$ cat src/rtl/vending_controller.sv
// vending_controller: merges two coin slots into a shared credit, arbitrates
// round-robin on same-cycle coins, runs a req/ack dispense handshake with a
// timeout, and pays out change or refunds as a train of 5-unit chg5 pulses.
module vending_controller #(
  parameter int unsigned PRICE_UNITS = 4,  // price in 5-unit steps, 1..13
  parameter int unsigned ACK_TIMEOUT = 8   // cycles to wait for disp_ack, 1..255
) (
  input  logic       clk,
  input  logic       rst,           // asynchronous, active-low
  input  logic [1:0] coin_a_i,
  input  logic [1:0] coin_b_i,
  input  logic       cancel_i,
  input  logic       disp_ack_i,
  output logic       disp_req_o,
  output logic       chg5_o,
  output logic       coin_rej_a_o,
  output logic       coin_rej_b_o,
  output logic       fault_o,
  output logic       busy_o,
  output logic [3:0] credit_o
);

  typedef enum logic [1:0] {COLLECT, VEND, CHANGE} state_t;

  localparam logic [3:0] PRICE   = 4'(PRICE_UNITS);
  localparam logic [7:0] TO_LAST = 8'(ACK_TIMEOUT - 1);

  state_t     state_q;
  logic [3:0] credit_q;
  logic       rr_b_q;        // 0: slot A wins the next conflict, 1: slot B
  logic [7:0] wait_cnt_q;    // cycles already spent in VEND without ack
  logic       disp_req_q;
  logic       chg5_q;
  logic       rej_a_q;
  logic       rej_b_q;
  logic       fault_q;
  logic       busy_q;

  // Codes 01 and 10 are the only valid coins; the code value equals its units.
  logic       valid_a, valid_b;
  logic       take_a, take_b;
  logic [3:0] add_units;
  logic [3:0] credit_d;

  assign valid_a = coin_a_i[1] ^ coin_a_i[0];
  assign valid_b = coin_b_i[1] ^ coin_b_i[0];

  // Pick which slot is credited in COLLECT and the resulting credit.
  always_comb begin
    take_a    = 1'b0;
    take_b    = 1'b0;
    add_units = 4'd0;
    if (valid_a && valid_b) begin
      take_a = ~rr_b_q;
      take_b = rr_b_q;
    end else begin
      take_a = valid_a;
      take_b = valid_b;
    end
    if (take_a) begin
      add_units = {2'b00, coin_a_i};
    end else if (take_b) begin
      add_units = {2'b00, coin_b_i};
    end
    credit_d = credit_q + add_units;
  end

  // Controller FSM with all outputs registered alongside the state.
  always_ff @(posedge clk or negedge rst) begin
    if (!rst) begin
      state_q    <= COLLECT;
      credit_q   <= 4'd0;
      rr_b_q     <= 1'b0;
      wait_cnt_q <= 8'd0;
      disp_req_q <= 1'b0;
      chg5_q     <= 1'b0;
      rej_a_q    <= 1'b0;
      rej_b_q    <= 1'b0;
      fault_q    <= 1'b0;
      busy_q     <= 1'b0;
    end else begin
      rej_a_q <= 1'b0;
      rej_b_q <= 1'b0;
      fault_q <= 1'b0;
      case (state_q)
        COLLECT: begin
          if (cancel_i && (credit_q != 4'd0)) begin
            // Cancel wins over coins: refund everything, bounce this cycle's coins.
            state_q <= CHANGE;
            busy_q  <= 1'b1;
            chg5_q  <= 1'b0;
            rej_a_q <= valid_a;
            rej_b_q <= valid_b;
          end else begin
            rej_a_q  <= valid_a & ~take_a;
            rej_b_q  <= valid_b & ~take_b;
            credit_q <= credit_d;
            if (valid_a && valid_b) begin
              rr_b_q <= ~rr_b_q;
            end
            if (credit_d >= PRICE) begin
              state_q    <= VEND;
              busy_q     <= 1'b1;
              disp_req_q <= 1'b1;
              wait_cnt_q <= 8'd0;
            end
          end
        end
        VEND: begin
          rej_a_q <= valid_a;
          rej_b_q <= valid_b;
          if (disp_ack_i) begin
            // Ack wins even on the timeout edge.
            disp_req_q <= 1'b0;
            wait_cnt_q <= 8'd0;
            credit_q   <= credit_q - PRICE;
            if (credit_q > PRICE) begin
              state_q <= CHANGE;
              chg5_q  <= 1'b0;
            end else begin
              state_q <= COLLECT;
              busy_q  <= 1'b0;
            end
          end else if (wait_cnt_q == TO_LAST) begin
            // Dispenser never answered: keep full credit and refund it.
            disp_req_q <= 1'b0;
            fault_q    <= 1'b1;
            wait_cnt_q <= 8'd0;
            state_q    <= CHANGE;
            chg5_q     <= 1'b0;
          end else begin
            wait_cnt_q <= wait_cnt_q + 8'd1;
          end
        end
        CHANGE: begin
          rej_a_q <= valid_a;
          rej_b_q <= valid_b;
          if (chg5_q) begin
            chg5_q <= 1'b0;
          end else if (credit_q != 4'd0) begin
            chg5_q   <= 1'b1;
            credit_q <= credit_q - 4'd1;
          end else begin
            state_q <= COLLECT;
            busy_q  <= 1'b0;
          end
        end
        default: begin
          state_q <= COLLECT;
          busy_q  <= 1'b0;
        end
      endcase
    end
  end

  assign disp_req_o   = disp_req_q;
  assign chg5_o       = chg5_q;
  assign coin_rej_a_o = rej_a_q;
  assign coin_rej_b_o = rej_b_q;
  assign fault_o      = fault_q;
  assign busy_o       = busy_q;
  assign credit_o     = credit_q;

endmodule

$ cat config.mk
export PLATFORM = sky130hd
export DESIGN_NAME = vending_controller
export DESIGN_NICKNAME = d
export VERILOG_FILES = /design/src/rtl/vending_controller.sv
export SDC_FILE = /design/constraint.sdc
export NUM_CORES = 1
export LEC_CHECK = 0
export BUFFER_PORTS_ARGS = -buffer_cell sky130_fd_sc_hd__buf_2
export CAP_MARGIN = 20
export CORE_MARGIN = 10
export CORE_UTILIZATION = 40
export CTS_CLUSTER_DIAMETER = 80
export DETAILED_ROUTE_END_ITERATION = 12
export HOLD_SLACK_MARGIN = 0.1
export SLEW_MARGIN = 20
export SYNTH_ARGS = -nofsm -noshare
export SYNTH_HDL_FRONTEND = slang
export SYNTH_SLANG_ARGS = --single-unit
$ cat constraint.sdc
create_clock -name clk -period 2.5 [get_ports clk]
set_input_delay 0.375 -clock clk [delete_from_list [all_inputs] [get_ports clk]]
set_output_delay 0.375 -clock clk [all_outputs]
set_load 0.02 [all_outputs]
==> impl_results.md <==
* Hold Crit Class: input pin to register
* Number of synthesized flops with an enable pin at 0
* Initial Util at a little over two fifths
* Die area at 6500 um^2
* Worst setup startpoint: rr_b_q
* Die W at 80.6 um
* Clock transition at the registers of the reported paths at 0.08 ns
* # DRC at 0
* Detailed Route Iter0 Violations at 100
* Post-synth ARST share at 100%
* Rows at 21
* Num ports at 18
* H-tree levels at 1
* Final design utilization at 52.2%
* Max Slew Vio Count at 0
* Req. time, crit path at 2.64 ns
* Final setup violation count at 0
* P&R area growth vs syn at 22.3%
* Crit Path Class: register to register
* Clk sinks at 21
* Post-detail-place hpwl at 2770 um
* CP Launch Type: register
* Post-Syn Instances at 164
* Worst-path cell chain: nand2b_1 > a21oi_2 > a211oi_2 > ha_2 > fa_2 > nand3_1 > mux2_2 > a2bb2oi_2 > buf_4 > o21ai_0 > o41ai_2
* Critical path endpoint category: register
* Core Region at about 3400 um^2
* Pleak at 0.809 nW
* Hold Startpoint: coin_a_i[1]
* First-pass GRT wire length at between 6000 and 7000 um
* Sequential share of the synthesized area at 35.7%
* Period utilization at 94.9%
* Clock Tree Buf Depth at 2
* Fmax achieved at ~420 MHz
* All-Layer GR Usage at 11.7%
* Routed vias at 1361
* Vias per cell at 5.65
* Synthesized area per cell at 8.96 um^2
* Post-Route WL at 3600 um
* Top FF cell, synth: dfrtp_1
* Outcome: completed
* Worst Tran Pin Value at 0.501 ns
* Unrepaired setup endpoints after global routing: false
* Max capacitance violation total at 0
* Netlist cell types at 47
* Initial antenna violation count at 0
* Die height at 80.6 um
* Routability cong. at around 0.85
* # diodes at 0
* Pwr Density at 1170 nW/um^2
* Total gr overflow at 0
* Cts bufs inserted at 3
* Crit-path max cell delay at roughly 0.46 ns
* Post-DRT Antenna Nets at 0
* Crit path DAT at 2.51 ns
* CP Max Fanout at 7
* Share of cells above drive strength 1 at 28.7%
* Fin Setup TNS at 0 ns
* Endpoints failing hold at 0
* Number of fill cells at roughly 330
* Synthesized area at 1470 um^2
* Post-Syn Nets at between 150 and 200
* Yosys Warn Count at 0
* Worst IR drop on VDD at 0.611 mV
* Clk_skew at 0.00759 ns
* CTS tree: done
* CP max stage cell: dfrtp_2
* Layout net count at 215
* #FFs+latches synth at 21
* Post-layout min period at 2.37 ns
* Later-pin clock latency in the skew report at 0.27 ns
* Pin count of the biggest net entering global routing at 22
* Routed len/inst at 14.9 um
* Rel. slew slack at around two thirds
* Initial DRT Pass Iterations at 4
* Reg2Reg Launch Point: rr_b_q
* Number of global-route vias before repair at 1377
* Root Driver: clkbuf_8
* I/O Buffers at 17
## worst max-delay path, delay by kind of cell, from the launching register on
kind	cells	cell delay (ns)
and+or+nand+nor	2	0.28
buffers and inverters	1	0.16
muxes	1	0.18
DFF	1	0.46
adders and majority gates	2	0.58
AOI/OAI and AO/OA	5	0.60
## sequential cells by signal, indices dropped and copies added, names as in the netlist
register,count
wait_cnt_q,8
credit_o,4
state_q,2
busy_o,1
chg5_o,1
coin_rej_a_o,1
coin_rej_b_o,1
disp_req_o,1
fault_o,1
rr_b_q,1
## timing repair
item | CTS | global route
resized for setup | 0 | 15
hold buffers | 1 | 0
endpoints found under the hold margin | 21 | 0
setup endpoints to repair | 0 | 12
buffers inserted | 0 | 1
## through the flow
step	instances	setup slack, ns	area (um^2)	total power [mW]	hold slack, ns
after floorplan	164	0.0841	1480	1.45	0.0794
after global placement	234	-0.103	1680	1.78	0.361
after detailed placement	234	-0.173	1680	1.82	0.369
after CTS	239	0.0138	1740	2.05	0.478
after global routing	241	0.00123	1800	2.32	0.501
final	241	0.128	1800	2.11	0.490
## synthesized netlist by cell type (all sizes together), types with 3 or more instances
master,number,area (um^2)
mux2i,4,40.0
o21ai,18,90.1
nand3,7,35.0
inv,14,52.6
dfrtp,21,526
nor2,10,45.0
nor2b,6,37.5
nand2b,5,33.8
ha,10,125
a21oi,12,60.1
a211oi,3,22.5
a31oi,4,25.0
o31ai,6,50.1
and3,3,20.0
nand2,8,30.0
## area by class of cell
class / instances / area [um^2] / share of cell area [%]
clock buffer: 3 / 41.3 / 2.30
sequential: 21 / 527 / 29.3
tap: 46 / 57.6 / 3.20
timing repair buffer: 31 / 190 / 10.6
multi-input combinational: 125 / 925 / 51.4
clock inverter: 1 / 5.00 / 0.278
inverter: 14 / 52.6 / 2.92
## cells by family (layout without fill, tap and decap cells)
| kind of cell | count (synthesis) | after routing | synth area share (%) |
|---|---|---|---|
| multiplexers | 5 | 5 | 3.49 |
| flip-flops | 21 | 21 | 35.7 |
| adder cells (fa/ha/maj) | 11 | 11 | 9.87 |
| AO/OA/AOI/OAI | 57 | 57 | 25.8 |
| AND/OR/NAND/NOR | 49 | 49 | 18.4 |
| XOR/XNOR | 3 | 3 | 1.79 |
| buffers and inverters | 18 | 49 | 4.94 |
## where the power goes
group | switching [mW] | internal [mW]
Sequential | 0.103 | 0.446
Combinational | 0.760 | 0.569
Clock | 0.120 | 0.111
## layout by cell type, fill, tap and decap left out, drive strengths merged, types with 2 or more instances in the layout
cell type	count
nand3b	2
a21oi	12
o41ai	2
o21ai	18
a21boi	2
a31oi	4
nand2	8
nor2	10
nor2b	6
inv	14
and3	3
nand3	7
ha	10
xnor2	2
clkbuf	3
o31a	2
a211oi	3
a221oi	2
buf	30
mux2i	4
nand2b	5
dfrtp	21
o31ai	6
nor3	2
## final timing paths
| kind | endpoint | slack [ns] | cells after the start |
|---|---|---|---|
| max | wait_cnt_q[2] | 0.13 | 11 |
| min | coin_rej_a_o | 0.49 | 4 |
| max reg2reg | wait_cnt_q[2] | 0.13 | 11 |
| min reg2reg | wait_cnt_q[6] | 0.52 | 1 |
| max in group asynchronous | rr_b_q | 1.52 | 2 |
| min in group asynchronous | credit_o[2] | 0.60 | 2 |
## metal layers
layer	global-route usage [%]	part of all wire [%]
met5	0	0
met4	3.35	0.33
met3	2.67	6.9
met2	19.2	47
met1	14.8	45
Power figures use the tool's default switching activity.
